===== src/rtl/hd_misr_pkg.sv =====
// hd_misr_pkg -- shared definitions for the result-compaction MISR block.
//   state_t      : run-control FSM states (IDLE, RUN, DONE)
//   word_t       : 32-bit result word / signature type
//   DEFAULT_POLY : default MISR feedback polynomial (CRC-32 style)
//   DEFAULT_SEED : default signature value loaded at the start of a run
package hd_misr_pkg;

  typedef logic [31:0] word_t;

  typedef enum logic [1:0] {
    ST_IDLE = 2'd0,
    ST_RUN  = 2'd1,
    ST_DONE = 2'd2
  } state_t;

  localparam word_t DEFAULT_POLY = 32'h04C11DB7;
  localparam word_t DEFAULT_SEED = 32'hFFFFFFFF;

endpackage


===== src/rtl/hd_misr_step.sv =====
// hd_misr_step -- one combinational MISR compaction step.
//   sig      in  : current signature
//   data     in  : result word being folded in
//   poly     in  : feedback polynomial
//   sig_next out : {sig[30:0],0} ^ (sig[31] ? poly : 0) ^ data
module hd_misr_step
  import hd_misr_pkg::*;
(
  input  word_t sig,
  input  word_t data,
  input  word_t poly,
  output word_t sig_next
);

  logic fb;
  assign fb = sig[31];

  // Bit 0 has no shifted-in predecessor; every other bit takes its neighbour.
  assign sig_next[0] = (fb & poly[0]) ^ data[0];

  generate
    for (genvar gi = 1; gi < 32; gi++) begin : g_bit
      assign sig_next[gi] = sig[gi-1] ^ (fb & poly[gi]) ^ data[gi];
    end
  endgenerate

endmodule


===== src/rtl/hd_result_misr.sv =====
// hd_result_misr -- compacts a run of 32-bit result words into a MISR signature.
//   clk, rst_n  : clock (rising edge) and asynchronous active-low reset
//   start       : begin a run (honoured in IDLE only), num_words sampled with it
//   in_valid/in_ready/in_data : word handshake, ready only while running
//   busy        : high while in RUN
//   done        : one-cycle pulse after the last word (or right after a 0-word start)
//   signature   : current MISR value
//   word_count  : words accepted in the current run
//   err_upper   : sticky flag, an accepted word had nonzero bits 31:16
// Optional feature: define HD_MISR_UPPER_CHECK_EN to build the upper-bit check;
// without it err_upper is tied low.
module hd_result_misr
  import hd_misr_pkg::*;
#(
  parameter word_t POLY = DEFAULT_POLY,
  parameter word_t SEED = DEFAULT_SEED
)(
  input  logic        clk,
  input  logic        rst_n,
  input  logic        start,
  input  logic [15:0] num_words,
  input  logic        in_valid,
  output logic        in_ready,
  input  logic [31:0] in_data,
  output logic        busy,
  output logic        done,
  output logic [31:0] signature,
  output logic [15:0] word_count,
  output logic        err_upper
);

  state_t      state_reg;
  word_t       sig_reg;
  word_t       sig_next;
  logic [15:0] count_reg;
  logic [15:0] count_next;
  logic [15:0] target_reg;
  logic        busy_reg;
  logic        done_reg;
  logic        accept;

  // busy_reg doubles as in_ready: the block only takes words while running.
  assign accept     = in_valid & busy_reg;
  assign count_next = count_reg + 16'd1;

  hd_misr_step u_step (
    .sig      (sig_reg),
    .data     (in_data),
    .poly     (POLY),
    .sig_next (sig_next)
  );

`ifdef HD_MISR_UPPER_CHECK_EN
  logic err_reg;
  assign err_upper = err_reg;
`else
  assign err_upper = 1'b0;
`endif

  always_ff @(posedge clk or negedge rst_n) begin
    if (!rst_n) begin
      state_reg  <= ST_IDLE;
      sig_reg    <= '0;
      count_reg  <= '0;
      target_reg <= '0;
      busy_reg   <= 1'b0;
      done_reg   <= 1'b0;
`ifdef HD_MISR_UPPER_CHECK_EN
      err_reg    <= 1'b0;
`endif
    end else begin
      case (state_reg)
        ST_IDLE: begin
          done_reg <= 1'b0;
          if (start) begin
            sig_reg    <= SEED;
            count_reg  <= '0;
            target_reg <= num_words;
`ifdef HD_MISR_UPPER_CHECK_EN
            err_reg    <= 1'b0;
`endif
            // An empty run skips RUN and reports completion straight away.
            if (num_words != 16'd0) begin
              state_reg <= ST_RUN;
              busy_reg  <= 1'b1;
            end else begin
              state_reg <= ST_DONE;
              done_reg  <= 1'b1;
            end
          end
        end
        ST_RUN: begin
          if (accept) begin
            sig_reg   <= sig_next;
            count_reg <= count_next;
`ifdef HD_MISR_UPPER_CHECK_EN
            if (in_data[31:16] != 16'd0) err_reg <= 1'b1;
`endif
            if (count_next == target_reg) begin
              state_reg <= ST_DONE;
              busy_reg  <= 1'b0;
              done_reg  <= 1'b1;
            end
          end
        end
        ST_DONE: begin
          state_reg <= ST_IDLE;
          done_reg  <= 1'b0;
        end
        default: begin
          state_reg <= ST_IDLE;
          busy_reg  <= 1'b0;
          done_reg  <= 1'b0;
        end
      endcase
    end
  end

  assign in_ready   = busy_reg;
  assign busy       = busy_reg;
  assign done       = done_reg;
  assign signature  = sig_reg;
  assign word_count = count_reg;

endmodule

===== config.mk =====
export PLATFORM = sky130hd
export DESIGN_NAME = hd_result_misr
export DESIGN_NICKNAME = d
export VERILOG_FILES = /design/src/rtl/hd_misr_pkg.sv /design/src/rtl/hd_misr_step.sv /design/src/rtl/hd_result_misr.sv
export SDC_FILE = /design/constraint.sdc
export NUM_CORES = 1
export LEC_CHECK = 0
export BUFFER_PORTS_ARGS = -buffer_cell sky130_fd_sc_hd__buf_4
export CAP_MARGIN = 20
export CORE_MARGIN = 4
export CORE_UTILIZATION = 57
export DETAILED_ROUTE_END_ITERATION = 10
export HOLD_SLACK_MARGIN = 0.08
export PLACE_DENSITY_LB_ADDON = 0.1
export SLEW_MARGIN = 30
export SYNTH_ARGS = -nofsm -noshare
export SYNTH_HDL_FRONTEND = slang
export SYNTH_SLANG_ARGS = --single-unit

===== constraint.sdc =====
create_clock -name clk -period 5.65 [get_ports clk]
set_clock_uncertainty 0.05 [all_clocks]
set_input_delay 0.565 -clock clk [delete_from_list [all_inputs] [get_ports clk]]
set_output_delay 0.565 -clock clk [all_outputs]
set_load 0.1 [all_outputs]

; ---- Word-level counts from Yosys, hierarchy flattened
; Index checks and enable logic that the tools add are counted.
[word_totals]
ff_bits = 68
out_inout_bits = 52
word_cells = 90
[classes]
n_addsub = 1
n_eq_ne = 7
muxes = 21
bitwise = 47
n_reduce_logical = 8
[op_table]
columns = operator, count
row1 = 2-to-1 mux 32 bit, 2
row2 = one-hot mux 32 bit (2 select lines), 1
row3 = bitwise XOR 1 bit, 45
row4 = 2-to-1 mux 16 bit, 2
row5 = one-hot mux 16 bit (2 select lines), 1
row6 = "adder 16 x 1 -> 16 bit, second input constant", 1
row7 = == test 16 bit, 1
row8 = nonzero test 16 bit, 1
row9 = 2-to-1 mux 1 bit, 8
row10 = 2-to-1 mux 2 bit, 4
row11 = "inequality test 2 bit, second input constant", 4
row12 = AND reduction 3 bit, 2
row13 = AND reduction 5 bit, 1
row14 = one-hot mux 2 bit (2 select lines), 1
row15 = AND reduction 2 bit, 2
row16 = one-hot mux 1 bit (3 select lines), 1
row17 = "== test 2 x 1 -> 1 bit, second input constant", 1
row18 = "== test 2 bit, second input constant", 1
row19 = zero test 2 bit, 1
row20 = one-hot mux 1 bit (2 select lines), 1
row21 = nonzero test 2 bit, 1
row22 = AND 1 bit, 1
row23 = NOT 1 bit, 1

; ---- Logic depth before layout (Yosys ltp)
[depth]
depth_word = 5
ltp_mapped = 9
mapped_depth_nobuf = 7

; ---- By module
; A second synthesis with hierarchy kept.
[unflattened]
hier_cells = 457
hier_area_um2 = 4124.0
[modules_own_cells]
columns = mod, n_inst, cells_each, area_each_um2, seq_area_each_um2
row1 = hd_result_misr, 1, 359, 3418.3, 1701.6
row2 = hd_misr_step, 1, 98, 705.7, 0.0

; ---- Worst setup path before layout
; Ideal clock, no wire load.
[synth_path]
path_kind = reg2reg
from = register count_reg[0] (netlist: word_count[0])
to = register busy_reg (netlist: busy)
setup_ns = 0.130
arrival_time_ns = 2.694
path_slack_ns = 2.777
path_stages_with_launch = 9
path_buffers = 1
path_cell_list = dfrtp_1 ha_1 buf_4 nand4_2 nor4_2 xnor2_1 nor4_2 o2111a_1 o221ai_2
[synth_via]
elab_chain_len = 4
[synth_rtl]
columns = item, line_no
row1 = start: declaration, hd_result_misr.sv:35  ; logic [15:0] count_reg;
row2 = start signal: assignment, hd_result_misr.sv:95  ; count_reg <= count_next;
row3 = adder 16 x 1 -> 16 bit, hd_result_misr.sv:44  ; assign count_next = count_reg + 16'd1;
row4 = == test 16 bit, hd_result_misr.sv:99  ; if (count_next == target_reg) begin
row5 = inequality test 2 bit (no line), n/a
row6 = AND reduction 5 bit (no line), n/a
row7 = end signal: assignment, hd_result_misr.sv:66  ; busy_reg <= 1'b0;
row8 = end signal: assignment, hd_result_misr.sv:101  ; busy_reg <= 1'b0;
row9 = end signal: assignment, hd_result_misr.sv:112  ; busy_reg <= 1'b0;
row10 = end: declaration, hd_result_misr.sv:38  ; logic busy_reg;
; Every way passes these cells.
; A chain may end at the register's enable or synchronous reset.

; ---- Worst setup path in the final report
[layout_path]
from = register state_reg[1]
to = register count_reg[4] (netlist: word_count[4])
[layout_via]
elab_chain_len = 3
[layout_rtl]
columns = item, line_no
row1 = start: declaration, hd_result_misr.sv:32  ; state_t state_reg;
row2 = start signal: assignment, hd_result_misr.sv:62  ; state_reg <= ST_IDLE;
row3 = start signal: assignment, hd_result_misr.sv:84  ; state_reg <= ST_RUN;
row4 = start signal: assignment, hd_result_misr.sv:87  ; state_reg <= ST_DONE;
row5 = == test 2 x 1 -> 1 bit or zero test 2 bit (tied branches), hd_result_misr.sv:72  ; case (state_reg)
row6 = inequality test 2 bit (no line) or nonzero test 2 bit (tied branches), n/a
row7 = AND reduction 3 bit (no line), n/a
; Parallel ways exist; a longest one is shown, timed or not.

==> results.cfg <==
[clocking]
post_cts_buffers = 0
insertion_delay_ns = 0.35
cts_tree = yes
clkTransAtPathRegs_ns = 0.08
cts_sinks = 68
htree_levels = 3
cts_buffers = 9
cts.path.max_buffers = 2
clock-root-buffer = clkbuf_8

[logic_synthesis]
synthArstFlopShare_pct = 100.0
synthFlopType = dfrtp_1
synth_top_cell_area_share_pct = 44.65
synth_edf_count = 0
synthCells = 381
ys_ff_latch = 68
ys_seq_area_share_pct = 44.65
yosys.area.top_type = dfrtp_1
netlist_area_sq_um = 3811
synth.avg_cell_area_sq_um = 10.00
yosysUniqueCellTypes = 59
synth_area_leaders = dfrtp_1 45%, xnor2_1 11%, xor2_1 4.8%
synth-warning-count = 0
synth_nets = 434

[critical_path]
cpPeakStageDelay_ns = 0.64
r2r_end = word_count[4]
rr_startpoint = state_reg[1]
critPathLaunch = state_reg[1]
crit_path_end_kind = flop
critPathKind = reg2reg
critPathTopFamily = simple AND/OR/NAND/NOR gates
reg2reg_depth = 8
path_cells = nand2b_1 > nor2_2 > buf_4 > or2_1 > buf_4 > nand2_1 > nand2_1 > o31ai_1
start_kind = flop
critPathCapture = word_count[4]
critPathBufInv = 2
path_max_fanout = 33
worst_path_max_delay_cell = nor2_2
cp_num_cells = 8
rrSetupSlack_ns = 2.95
critPathRequiredTime_ns = 5.81
critPathArrivalTime_ns = 2.85

[sta]
drv_slew = 0
period_needed_ns = 2.697
timing.fmax_ghz = 0.3708
hold_viol = 0
setup_violations = 0
fin_crit_sh_pct = 47.73
relSlewSlack_pct = 39.12
final.setup.tns_ns = 0
worstMarginPinSlew_ns = 0.9098
rsz0062_at_grt = no
fin_hold_ws_ns = 0.4035

[global_routing]
grt_pass1_vias = 3032
grt-ovfl-total = 0
antenna_found_initial = 0
grt_usage_pct = 23.38
grt_pass1_wl_microns = 15390
grt_max_degree = 69

[min_path]
hold_path_class = in2reg

[placed_design]
gp_congestion = 0.8386
placed_area_sq_um = 4533
hpwl_microns = 6539
numPortBuffers = 102

[route]
drt_iter0_markers = 266
ant_nets = 0
wire_per_inst_microns = 16.79
vias = 3191
drc = 0
first_pass_iters = 5
via_per_inst = 5.760
routed_wl_microns = 9301

[finish]
nNetsFinal = 525
area_delta_synth_final_pct = 26.10
seqCellArea_sq_um = 1702
final_cell_area_sq_um = 4806
mostFrequentLayoutCell = buf_4
drive_gt1_share_pct = 32.29
multi_input_area_sq_um = 1936
num-fill-cells = 486
largest_reg_flops = 32
final_cell_mix = 105 x buf_4, 68 x dfrtp_1, 46 x xnor2_1, 46 x nor2_1, 35 x a21oi_1
n_antenna_cell = 0

[die]
num_io_pins = 104
die_width_microns = 89.77
core-area_sq_um = 6422
start_util_pct = 59.34
die_height_microns = 89.77
die_area_sq_um = 8059
rows = 29

[flow_run]
drv_cap = 0

[status]
outcome = finished, final reports clean
## cells by family (layout without fill, tap and decap cells)
family | count (synthesis) | count (layout) | share of synthesized area [%]
and+or+nand+nor | 115 | 115 | 16.91
AOI/OAI and AO/OA | 83 | 83 | 13.13
DFF | 68 | 68 | 44.65
xor gates and xnor gates | 67 | 67 | 15.40
buffers and inverters | 30 | 126 | 4.760
muxes | 16 | 16 | 4.727
adders and majority gates | 1 | 1 | 0.3282
other | 1 | 1 | 0.09840
## per-layer routing
metal | up-vias | track usage [%] | part of all wire, %
met5 | - | 0 | 0
met2 | 120 | 35.34 | 47
met1 | 1543 | 32.93 | 45
li1 | 1513 | - | -
met3 | 15 | 7.346 | 6.9
met4 | 0 | 5.875 | 1.8
## synthesized netlist by cell type, types with 2 or more instances
cell	n
nand3_1	7
nand4_1	4
clkbuf_1	15
or2_1	2
inv_1	3
or3_1	2
nor2_1	47
o2111ai_1	2
xnor2_1	46
nor4_2	2
buf_6	6
o21ai_0	17
nand3_2	2
mux2_2	16
nor4_1	6
nand2b_1	3
nand2_1	18
dfrtp_1	68
o21ai_1	6
o41ai_1	2
o2111a_1	2
o31ai_1	6
nand3b_1	2
xor2_1	21
nor3_1	4
a22o_1	2
buf_4	3
a31oi_1	2
a21oi_1	35
## how the worst min path moves through the flow
stage | start | end | slack (ns) | cells after the start
floorplan | rst_n | busy | 0.22 | 0
global placement | target_reg[1] | target_reg[1] | 0.46 | 1
detailed placement | target_reg[15] | target_reg[15] | 0.47 | 1
CTS | rst_n | signature[13] | 0.30 | 1
global route | num_words[6] | target_reg[6] | 0.40 | 2
finish | num_words[6] | target_reg[6] | 0.40 | 2
## timing repair
action                                 in CTS  in global routing
resized for setup                           0                  0
endpoints found under the hold margin       0                 16
hold buffers                                0                  1
## area by class of cell
class,instances,area share (%)
Multi-Input combinational cell,283,40.28
Sequential cell,68,35.41
Timing Repair Buffer,107,17.18
Clock buffer,11,3.150
Tap cell,77,2.005
Clock inverter,5,1.744
Inverter,3,0.2343
## through the flow
stage	util [%]	cells	worst slack, ns
after floorplan	-	381	2.777
after global placement	70.58	536	2.975
final	74.83	554	2.953
after global routing	74.83	554	2.760
after detailed placement	70.58	536	2.944
after CTS	74.25	552	2.978
Power is left out: the tool's default activity adds up to more than one toggle a clock period on the data nets, which glitch-free logic cannot reach.
